## config.mk

```make
export PLATFORM = sky130hd
export DESIGN_NAME = syn_pcm_cap_writer
export DESIGN_NICKNAME = d
export VERILOG_FILES = /design/src/rtl/syn_pcm_cap_writer.sv
export SDC_FILE = /design/constraint.sdc
export NUM_CORES = 1
export LEC_CHECK = 0
export ABC_CLOCK_PERIOD_IN_PS = 8000
export CELL_PAD_IN_SITES_DETAIL_PLACEMENT = 0
export CELL_PAD_IN_SITES_GLOBAL_PLACEMENT = 1
export CORE_MARGIN = 1.5
export CORE_UTILIZATION = 51
export CTS_BUF_LIST = sky130_fd_sc_hd__clkbuf_4
export CTS_CLUSTER_DIAMETER = 150
export DETAILED_ROUTE_END_ITERATION = 7
export MAX_ROUTING_LAYER = met4
export PLACE_DENSITY_LB_ADDON = 0.1
export SYNTH_ARGS = -nofsm -noshare
export SYNTH_HDL_FRONTEND = slang
export SYNTH_SLANG_ARGS = --single-unit
```

## constraint.sdc

```tcl
create_clock -name clk_ir -period 8 [get_ports clk_ir]
set_input_delay 1.6 -clock clk_ir [delete_from_list [all_inputs] [get_ports clk_ir]]
set_output_delay 1.6 -clock clk_ir [all_outputs]
set_load 0.01 [all_outputs]
```

## src/rtl/syn_pcm_cap_writer.sv

```systemverilog
// PCM capture writer: buffers stereo pairs and writes them to the L/R
// sample RAM, stopping only on a bank boundary.
module syn_pcm_cap_writer #(
  parameter int P_MEM_DATA_W = 32,
  parameter int P_MEM_ADDR_W = 7,
  parameter int P_FIFO_DEPTH = 4
) (
  input  logic                    clk_ir,
  input  logic                    rst_ih,
  input  logic                    cfg_en,
  input  logic                    wr_stall,
  input  logic                    pcm_valid,
  input  logic [P_MEM_DATA_W-1:0] pcm_ldata,
  input  logic [P_MEM_DATA_W-1:0] pcm_rdata,
  output logic                    pcm_ready,
  output logic [P_MEM_ADDR_W-1:0] lmem_addr,
  output logic [P_MEM_DATA_W-1:0] lmem_wdata,
  output logic                    lmem_wren,
  output logic                    lmem_rden,
  output logic [P_MEM_ADDR_W-1:0] rmem_addr,
  output logic [P_MEM_DATA_W-1:0] rmem_wdata,
  output logic                    rmem_wren,
  output logic                    rmem_rden,
  output logic                    bank_done_p,
  output logic [15:0]             bank_cnt,
  output logic [15:0]             ovrflw_cnt,
  output logic                    busy
);

  localparam int PTR_W = $clog2(P_FIFO_DEPTH);
  localparam logic [PTR_W:0] FILL_FULL =
    (PTR_W+1)'(P_FIFO_DEPTH);
  localparam logic [P_MEM_ADDR_W-1:0] ADDR_MAX = '1;

  typedef enum logic [1:0] {
    ST_IDLE    = 2'd0,
    ST_CAPTURE = 2'd1,
    ST_DRAIN   = 2'd2
  } state_t;

  state_t state_q, state_d;

  logic [PTR_W-1:0] wr_ptr_q, wr_ptr_d;
  logic [PTR_W-1:0] rd_ptr_q, rd_ptr_d;
  logic [PTR_W:0]   fill_q, fill_d;
  logic             full_q, full_d;

  logic [P_MEM_ADDR_W-1:0] wcnt_q, wcnt_d;
  logic [P_MEM_ADDR_W-1:0] addr_q, addr_d;
  logic [P_MEM_DATA_W-1:0] ldat_q, ldat_d;
  logic [P_MEM_DATA_W-1:0] rdat_q, rdat_d;
  logic                    wren_q, wren_d;
  logic                    done_q, done_d;
  logic [15:0]             bank_q, bank_d;
  logic [15:0]             ovf_q, ovf_d;

  logic [P_MEM_DATA_W-1:0] fifo_l_q [P_FIFO_DEPTH];
  logic [P_MEM_DATA_W-1:0] fifo_r_q [P_FIFO_DEPTH];

  logic active;
  logic push;
  logic pop;
  logic wrap;
  logic stop;

  // wrap marks the visible write to the last bank address; in DRAIN it
  // ends the capture, so no further pop may start a new bank
  assign active = (state_q != ST_IDLE);
  assign push   = pcm_valid & active & ~full_q;
  assign wrap   = wren_q & (addr_q == ADDR_MAX);
  assign stop   = (state_q == ST_DRAIN) & ~cfg_en & wrap;
  assign pop    = active & (fill_q != '0) & ~wr_stall & ~stop;

  // next-state logic for FSM, FIFO pointers, write port and counters
  always_comb begin
    state_d  = state_q;
    wr_ptr_d = wr_ptr_q;
    rd_ptr_d = rd_ptr_q;
    fill_d   = fill_q;
    full_d   = full_q;
    wcnt_d   = wcnt_q;
    addr_d   = addr_q;
    ldat_d   = ldat_q;
    rdat_d   = rdat_q;
    wren_d   = 1'b0;
    done_d   = wrap;
    bank_d   = bank_q;
    ovf_d    = ovf_q;

    if (push) begin
      wr_ptr_d = wr_ptr_q + PTR_W'(1);
    end
    if (pop) begin
      rd_ptr_d = rd_ptr_q + PTR_W'(1);
      wren_d   = 1'b1;
      addr_d   = wcnt_q;
      ldat_d   = fifo_l_q[rd_ptr_q];
      rdat_d   = fifo_r_q[rd_ptr_q];
      wcnt_d   = wcnt_q + P_MEM_ADDR_W'(1);
    end
    fill_d = fill_q + (PTR_W+1)'(push)
                    - (PTR_W+1)'(pop);
    full_d = (fill_d == FILL_FULL);

    if (wrap) begin
      bank_d = bank_q + 16'd1;
    end
    if (pcm_valid & active & full_q
        & (ovf_q != 16'hFFFF)) begin
      ovf_d = ovf_q + 16'd1;
    end

    unique case (state_q)
      ST_IDLE: begin
        if (cfg_en) state_d = ST_CAPTURE;
      end
      ST_CAPTURE: begin
        if (!cfg_en) begin
          if ((wcnt_q == '0) && (fill_q == '0))
            state_d = ST_IDLE;
          else
            state_d = ST_DRAIN;
        end
      end
      ST_DRAIN: begin
        if (cfg_en)    state_d = ST_CAPTURE;
        else if (wrap) state_d = ST_IDLE;
      end
      default: state_d = ST_IDLE;
    endcase
  end

  // state and control registers
  always_ff @(posedge clk_ir) begin
    if (rst_ih) begin
      state_q  <= ST_IDLE;
      wr_ptr_q <= '0;
      rd_ptr_q <= '0;
      fill_q   <= '0;
      full_q   <= 1'b0;
      wcnt_q   <= '0;
      addr_q   <= '0;
      ldat_q   <= '0;
      rdat_q   <= '0;
      wren_q   <= 1'b0;
      done_q   <= 1'b0;
      bank_q   <= '0;
      ovf_q    <= '0;
    end else begin
      state_q  <= state_d;
      wr_ptr_q <= wr_ptr_d;
      rd_ptr_q <= rd_ptr_d;
      fill_q   <= fill_d;
      full_q   <= full_d;
      wcnt_q   <= wcnt_d;
      addr_q   <= addr_d;
      ldat_q   <= ldat_d;
      rdat_q   <= rdat_d;
      wren_q   <= wren_d;
      done_q   <= done_d;
      bank_q   <= bank_d;
      ovf_q    <= ovf_d;
    end
  end

  // FIFO storage; contents are only meaningful between the pointers
  always_ff @(posedge clk_ir) begin
    if (push) begin
      fifo_l_q[wr_ptr_q] <= pcm_ldata;
      fifo_r_q[wr_ptr_q] <= pcm_rdata;
    end
  end

  assign pcm_ready   = active & ~full_q;
  assign busy        = active;
  assign lmem_addr   = addr_q;
  assign rmem_addr   = addr_q;
  assign lmem_wdata  = ldat_q;
  assign rmem_wdata  = rdat_q;
  assign lmem_wren   = wren_q;
  assign rmem_wren   = wren_q;
  assign lmem_rden   = 1'b0;
  assign rmem_rden   = 1'b0;
  assign bank_done_p = done_q;
  assign bank_cnt    = bank_q;
  assign ovrflw_cnt  = ovf_q;

endmodule

```

# == Word-level counts from Yosys, hierarchy flattened ==
# Memory sizes are Yosys's and may differ from the RTL's. A register that Yosys moved wholly into a read port is not among the register bits.
# Index checks and enable logic that the tools add are counted.
# classes
reduce_logical,7
n_mux,9
n_addsub,7
n_eq_ne,8
bitwise,15
# op_table
cell,count
$add A16 B1 Y16 const B,2
$ne A16 B16 Y1 const B,1
$and A1 B1 Y1,11
$mux W2,5
$add A7 B1 Y7 const B,1
$eq A7 B7 Y1 const B,1
$logic_not A7 Y1,1
$pmux W2 S3,1
$add A2 B1 Y2 const B,2
$ne A2 B2 Y1 const B,2
$not A1 Y1,4
$add A3 B1 Y3,1
$eq A3 B3 Y1 const B,1
$logic_not A3 Y1,1
$mux W1,3
$ne A3 B3 Y1 const B,1
$reduce_and A3 Y1,1
$reduce_bool A3 Y1,1
$sub A3 B1 Y3,1
$eq A2 B1 Y1 const B,1
$eq A2 B2 Y1 const B,1
$logic_not A2 Y1,1
$reduce_bool A2 Y1,1
$logic_and A1 B1 Y1,1
# word_totals
ramBits,256
reg_bits,58
output_inout_bits,117
memories,2
input_bits,69
elab_cells,59
# mem_list
memory,words,width,rd,rd_clocked_by_memory_dff,write_ports,line_no,source
fifo_l_q,4,32,1,1,1,57,logic [P_MEM_DATA_W-1:0] fifo_l_q [P_FIFO_DEPTH];
fifo_r_q,4,32,1,1,1,58,logic [P_MEM_DATA_W-1:0] fifo_r_q [P_FIFO_DEPTH];

# == Logic depth before layout (Yosys ltp) ==
# depth
word_depth,7
depth_mapped,14
mapped_depth_nobuf,12

# == Worst setup path before layout ==
# OpenSTA, ideal clock, no wires.
# synth_timing
path_kind,in2reg
start,input cfg_en
end,register full_q
setup_slack_ps,4061
arrival_time_ps,3879
stages,14
required_time_ps,7940
n_path_buf,2
setup_time_ps,60
cell_sequence,nor3b_1 -> and3_1 -> buf_2 -> buf_2 -> nor2_1 -> ha_1 -> inv_1 -> ha_1 -> inv_1 -> fa_1 -> xor2_1 -> and2_1 -> nor3_1 -> and3b_1
# synth_between
elab_chain_cells,7
# synth_lines
item,line_no,source
from (decl),10,"input logic cfg_en,"
$not A1 Y1,71,assign stop = (state_q == ST_DRAIN) & ~cfg_en & wrap;
$and A1 B1 Y1 (2 in series),71,
$not A1 Y1,72,assign pop = active & (fill_q != '0) & ~wr_stall & ~stop;
$and A1 B1 Y1,72,
net pop,62,logic pop;
$sub A3 B1 Y3,102,- (PTR_W+1)'(pop);
$eq A3 B3 Y1,103,full_d = (fill_d == FILL_FULL);
to (signal assigned),154,full_q <= full_d;
to (decl),46,"logic full_q, full_d;"
# The timed path passes the listed nets, and every way through them passes these cells.
# A chain may end at the register's enable or synchronous reset.

# == Worst setup path in the final report ==
# Same ends and word-level chain as after synthesis.

==> impl_metrics.tcl <==
set metrics [dict create \
    worst-slew-pin-transition_ns 1.19 \
    grt-busiest-layer "met2" \
    cts-resized-gates 0 \
    worst-setup-path-type "input port to flop" \
    min_period_over_period 0.567 \
    dr.first_iter.drc_count 493 \
    cts.sink_count 378 \
    slew_headroom 0.202 \
    number_of_antenna_violations_at_the_first_check_in_global_routing 2 \
    fmax_ghz 0.221 \
    cts_inserted_buffers 93 \
    setup_total_negative_slack_ns 0 \
    drtAntennaViolNets 0 \
    p_leak_nw 5.58 \
    hold_class "flop to flop" \
    viasPerCell 5.59 \
    design.die.area_sq_mm 0.0294 \
    fp.coreArea_sq_mm 0.0279 \
    grt_overflow_total 0 \
    timing_max_transition_violations_final 0 \
    placementRows 61 \
    clockBufferDepth 3 \
    finish.net_count 1254 \
    rsz0062_at_grt "no" \
    grt.met1_usage 0.279 \
    synthArstFlopShare 0 \
    clkTransAtPathRegs_ns 0.06 \
    grt_start_max_net_pins 86 \
    gr-usage-met2 0.341 \
    total_power_mw 3.90 \
    crit_path_end_kind "flop" \
    drc 0 \
    power_density_mw_per_mm2 221 \
    synthesis.area_per_instance_sq_um 15.0 \
    gp_congestion 0.776 \
    cp.arrival_ns 5.14 \
    htree_num_levels 3 \
    growth_of_design_area_from_synthesis_to_finish_pct 21.9 \
    syn-cell-area_sq_mm 0.0145 \
    dr_vias 9069 \
    routed_wire_length_per_instance_microns 18.5 \
    die_w_microns 172 \
    synth.yosys.warnings 0 \
    netlist_instances 966 \
    cts_setup_buffers 0 \
    outcome "finished clean" \
    leading_cell_type_in_the_layout_fill_and_taps_excluded "sky130_fd_sc_hd__edfxtp_1" \
    postRouteWirelength_microns 30100 \
    cts_tree "yes" \
    start_util 0.520 \
    ioPinCount 186 \
    worstPathRequired_ns 8.60 \
    clock-root-buffer "sky130_fd_sc_hd__clkbuf_4" \
    track_usage 0.216 \
    final_hold_viol_count 0 \
    largest_vdd_supply_drop_uv 159 \
    die_height_microns 172 \
    drt-pass1-iter-count 7 \
    cts_hold_repair.buffers 0 \
    number_of_synthesized_flops_with_an_enable_pin 256 \
    cap_violations 0 \
    worst_skew_pair.late_latency_ns 0.70 \
    final.fill_count 2174 \
    synth.lib_cells_used.distinct 52 \
    grt_pass1_vias 9043 \
    setup-violations-final 0 \
    ys_seq_area_frac 0.699 \
    layout.cells.most_common_list "256 x sky130_fd_sc_hd__edfxtp_1, 182 x sky130_fd_sc_hd__clkdlybuf4s50_1, 133 x sky130_fd_sc_hd__clkbuf_4" \
    synth_ff_type "sky130_fd_sc_hd__edfxtp_1" \
    period_needed_ns 4.53 \
    start_kind "input port" \
    skew_ns 0.0457 \
    global_route_wire_length_before_repair_microns 47100 \
    dp.final_hpwl_microns 16000 \
    post_route_cells_drive_above_1_share 0.185 \
    ys_ff_latch 378 \
    grt_use_met3 0.0423 \
    io_buffers 183 \
    critPathMaxFanout 85 \
]
## per-stage QoR
step	instance area (sq um)	hold WS (ns)	setup slack, ns	cells	util
finish	17700	0.472	3.47	1622	0.634
global route	17700	0.494	3.20	1621	0.634
CTS	17600	0.476	3.55	1618	0.633
detailed placement	16500	0.468	2.81	1457	0.593
global placement	16500	0.463	2.86	1457	0.593
floorplan	14500	0.465	4.06	967	-
## cell usage after synthesis (7+ instances only)
| master | number | area share |
|---|---|---|
| sky130_fd_sc_hd__buf_2 | 12 | 0.0041 |
| sky130_fd_sc_hd__buf_4 | 11 | 0.0057 |
| sky130_fd_sc_hd__dfxtp_1 | 122 | 0.17 |
| sky130_fd_sc_hd__or4_1 | 14 | 0.0073 |
| sky130_fd_sc_hd__inv_1 | 15 | 0.0039 |
| sky130_fd_sc_hd__o31ai_1 | 12 | 0.0062 |
| sky130_fd_sc_hd__ha_1 | 10 | 0.0086 |
| sky130_fd_sc_hd__nor2_1 | 21 | 0.0054 |
| sky130_fd_sc_hd__clkbuf_1 | 41 | 0.011 |
| sky130_fd_sc_hd__o21ai_0 | 85 | 0.029 |
| sky130_fd_sc_hd__nand3_1 | 90 | 0.031 |
| sky130_fd_sc_hd__a21oi_1 | 98 | 0.034 |
| sky130_fd_sc_hd__mux4_2 | 64 | 0.099 |
| sky130_fd_sc_hd__nand2_1 | 12 | 0.0031 |
| sky130_fd_sc_hd__or3_1 | 12 | 0.0052 |
| sky130_fd_sc_hd__xnor2_1 | 7 | 0.0042 |
| sky130_fd_sc_hd__edfxtp_1 | 256 | 0.53 |
| sky130_fd_sc_hd__buf_1 | 10 | 0.0026 |
| sky130_fd_sc_hd__nor3_1 | 8 | 0.0028 |
## where the power goes
part           switching (mW)  internal (mW)
Combinational           0.121          0.121
Clock                   0.730          0.767
Sequential             0.0264           2.13
## worst max-delay path: stages
cell and delay (ns):
sky130_fd_sc_hd__clkdlybuf4s50_1 0.44, sky130_fd_sc_hd__nor3b_1 0.38, sky130_fd_sc_hd__and3_2 0.23, sky130_fd_sc_hd__buf_4 0.66
sky130_fd_sc_hd__nor2_1 0.20, sky130_fd_sc_hd__ha_1 0.32, sky130_fd_sc_hd__inv_1 0.05, sky130_fd_sc_hd__ha_1 0.13
sky130_fd_sc_hd__inv_1 0.04, sky130_fd_sc_hd__fa_1 0.36, sky130_fd_sc_hd__xor2_1 0.15, sky130_fd_sc_hd__and2_1 0.16
sky130_fd_sc_hd__nor3_1 0.16, sky130_fd_sc_hd__and3b_1 0.18
## final timing paths
path | from | endpoint | slack [ns] | cells past startpoint
setup / recovery | cfg_en | full_q | 3.47 | 14
hold reg to reg | rmem_wdata[21] | rmem_wdata[21] | 0.47 | 2
setup reg to reg | state_q[1] | full_q | 4.39 | 13
hold / removal | rmem_wdata[21] | rmem_wdata[21] | 0.47 | 2
## layer usage
layer,up-vias,share of wire
li1,4243,-
met3,56,0.060
met2,274,0.48
met4,0,0.019
met1,4496,0.44
met5,-,0
## state kept, by name, indices dropped and copies added, names as in the netlist, 2 cells and up
register / count
fill_q: 3
rmem_wdata: 32
fifo_l_q: 128
bank_cnt: 16
rd_ptr_q: 2
ovrflw_cnt: 16
lmem_addr: 7
fifo_r_q: 128
wr_ptr_q: 2
lmem_wdata: 32
wcnt_q: 7
state_q: 2
## cells by family after synthesis
group                    after synthesis  share of synthesized area
buffers and inverters                 91                     0.0281
AO/OA/AOI/OAI                        206                     0.0759
other                                  1                   0.000259
AND/OR/NAND/NOR                      202                     0.0787
adder cells (fa/ha/maj)               11                     0.0100
XOR/XNOR                              10                    0.00605
flip-flops                           378                      0.699
multiplexers                          67                      0.102
## area by class of cell
class | instances | area, sq um | area share
Timing Repair Buffer | 188 | 1870 | 0.106
Inverter | 15 | 56.3 | 0.00319
Clock buffer | 133 | 998 | 0.0566
Tap cell | 378 | 473 | 0.0268
Clock inverter | 28 | 131 | 0.00744
Multi-Input combinational cell | 498 | 3980 | 0.226
Sequential cell | 378 | 10100 | 0.574
Antenna cell | 4 | 10.0 | 0.000567
Power figures use the tool's default switching activity.
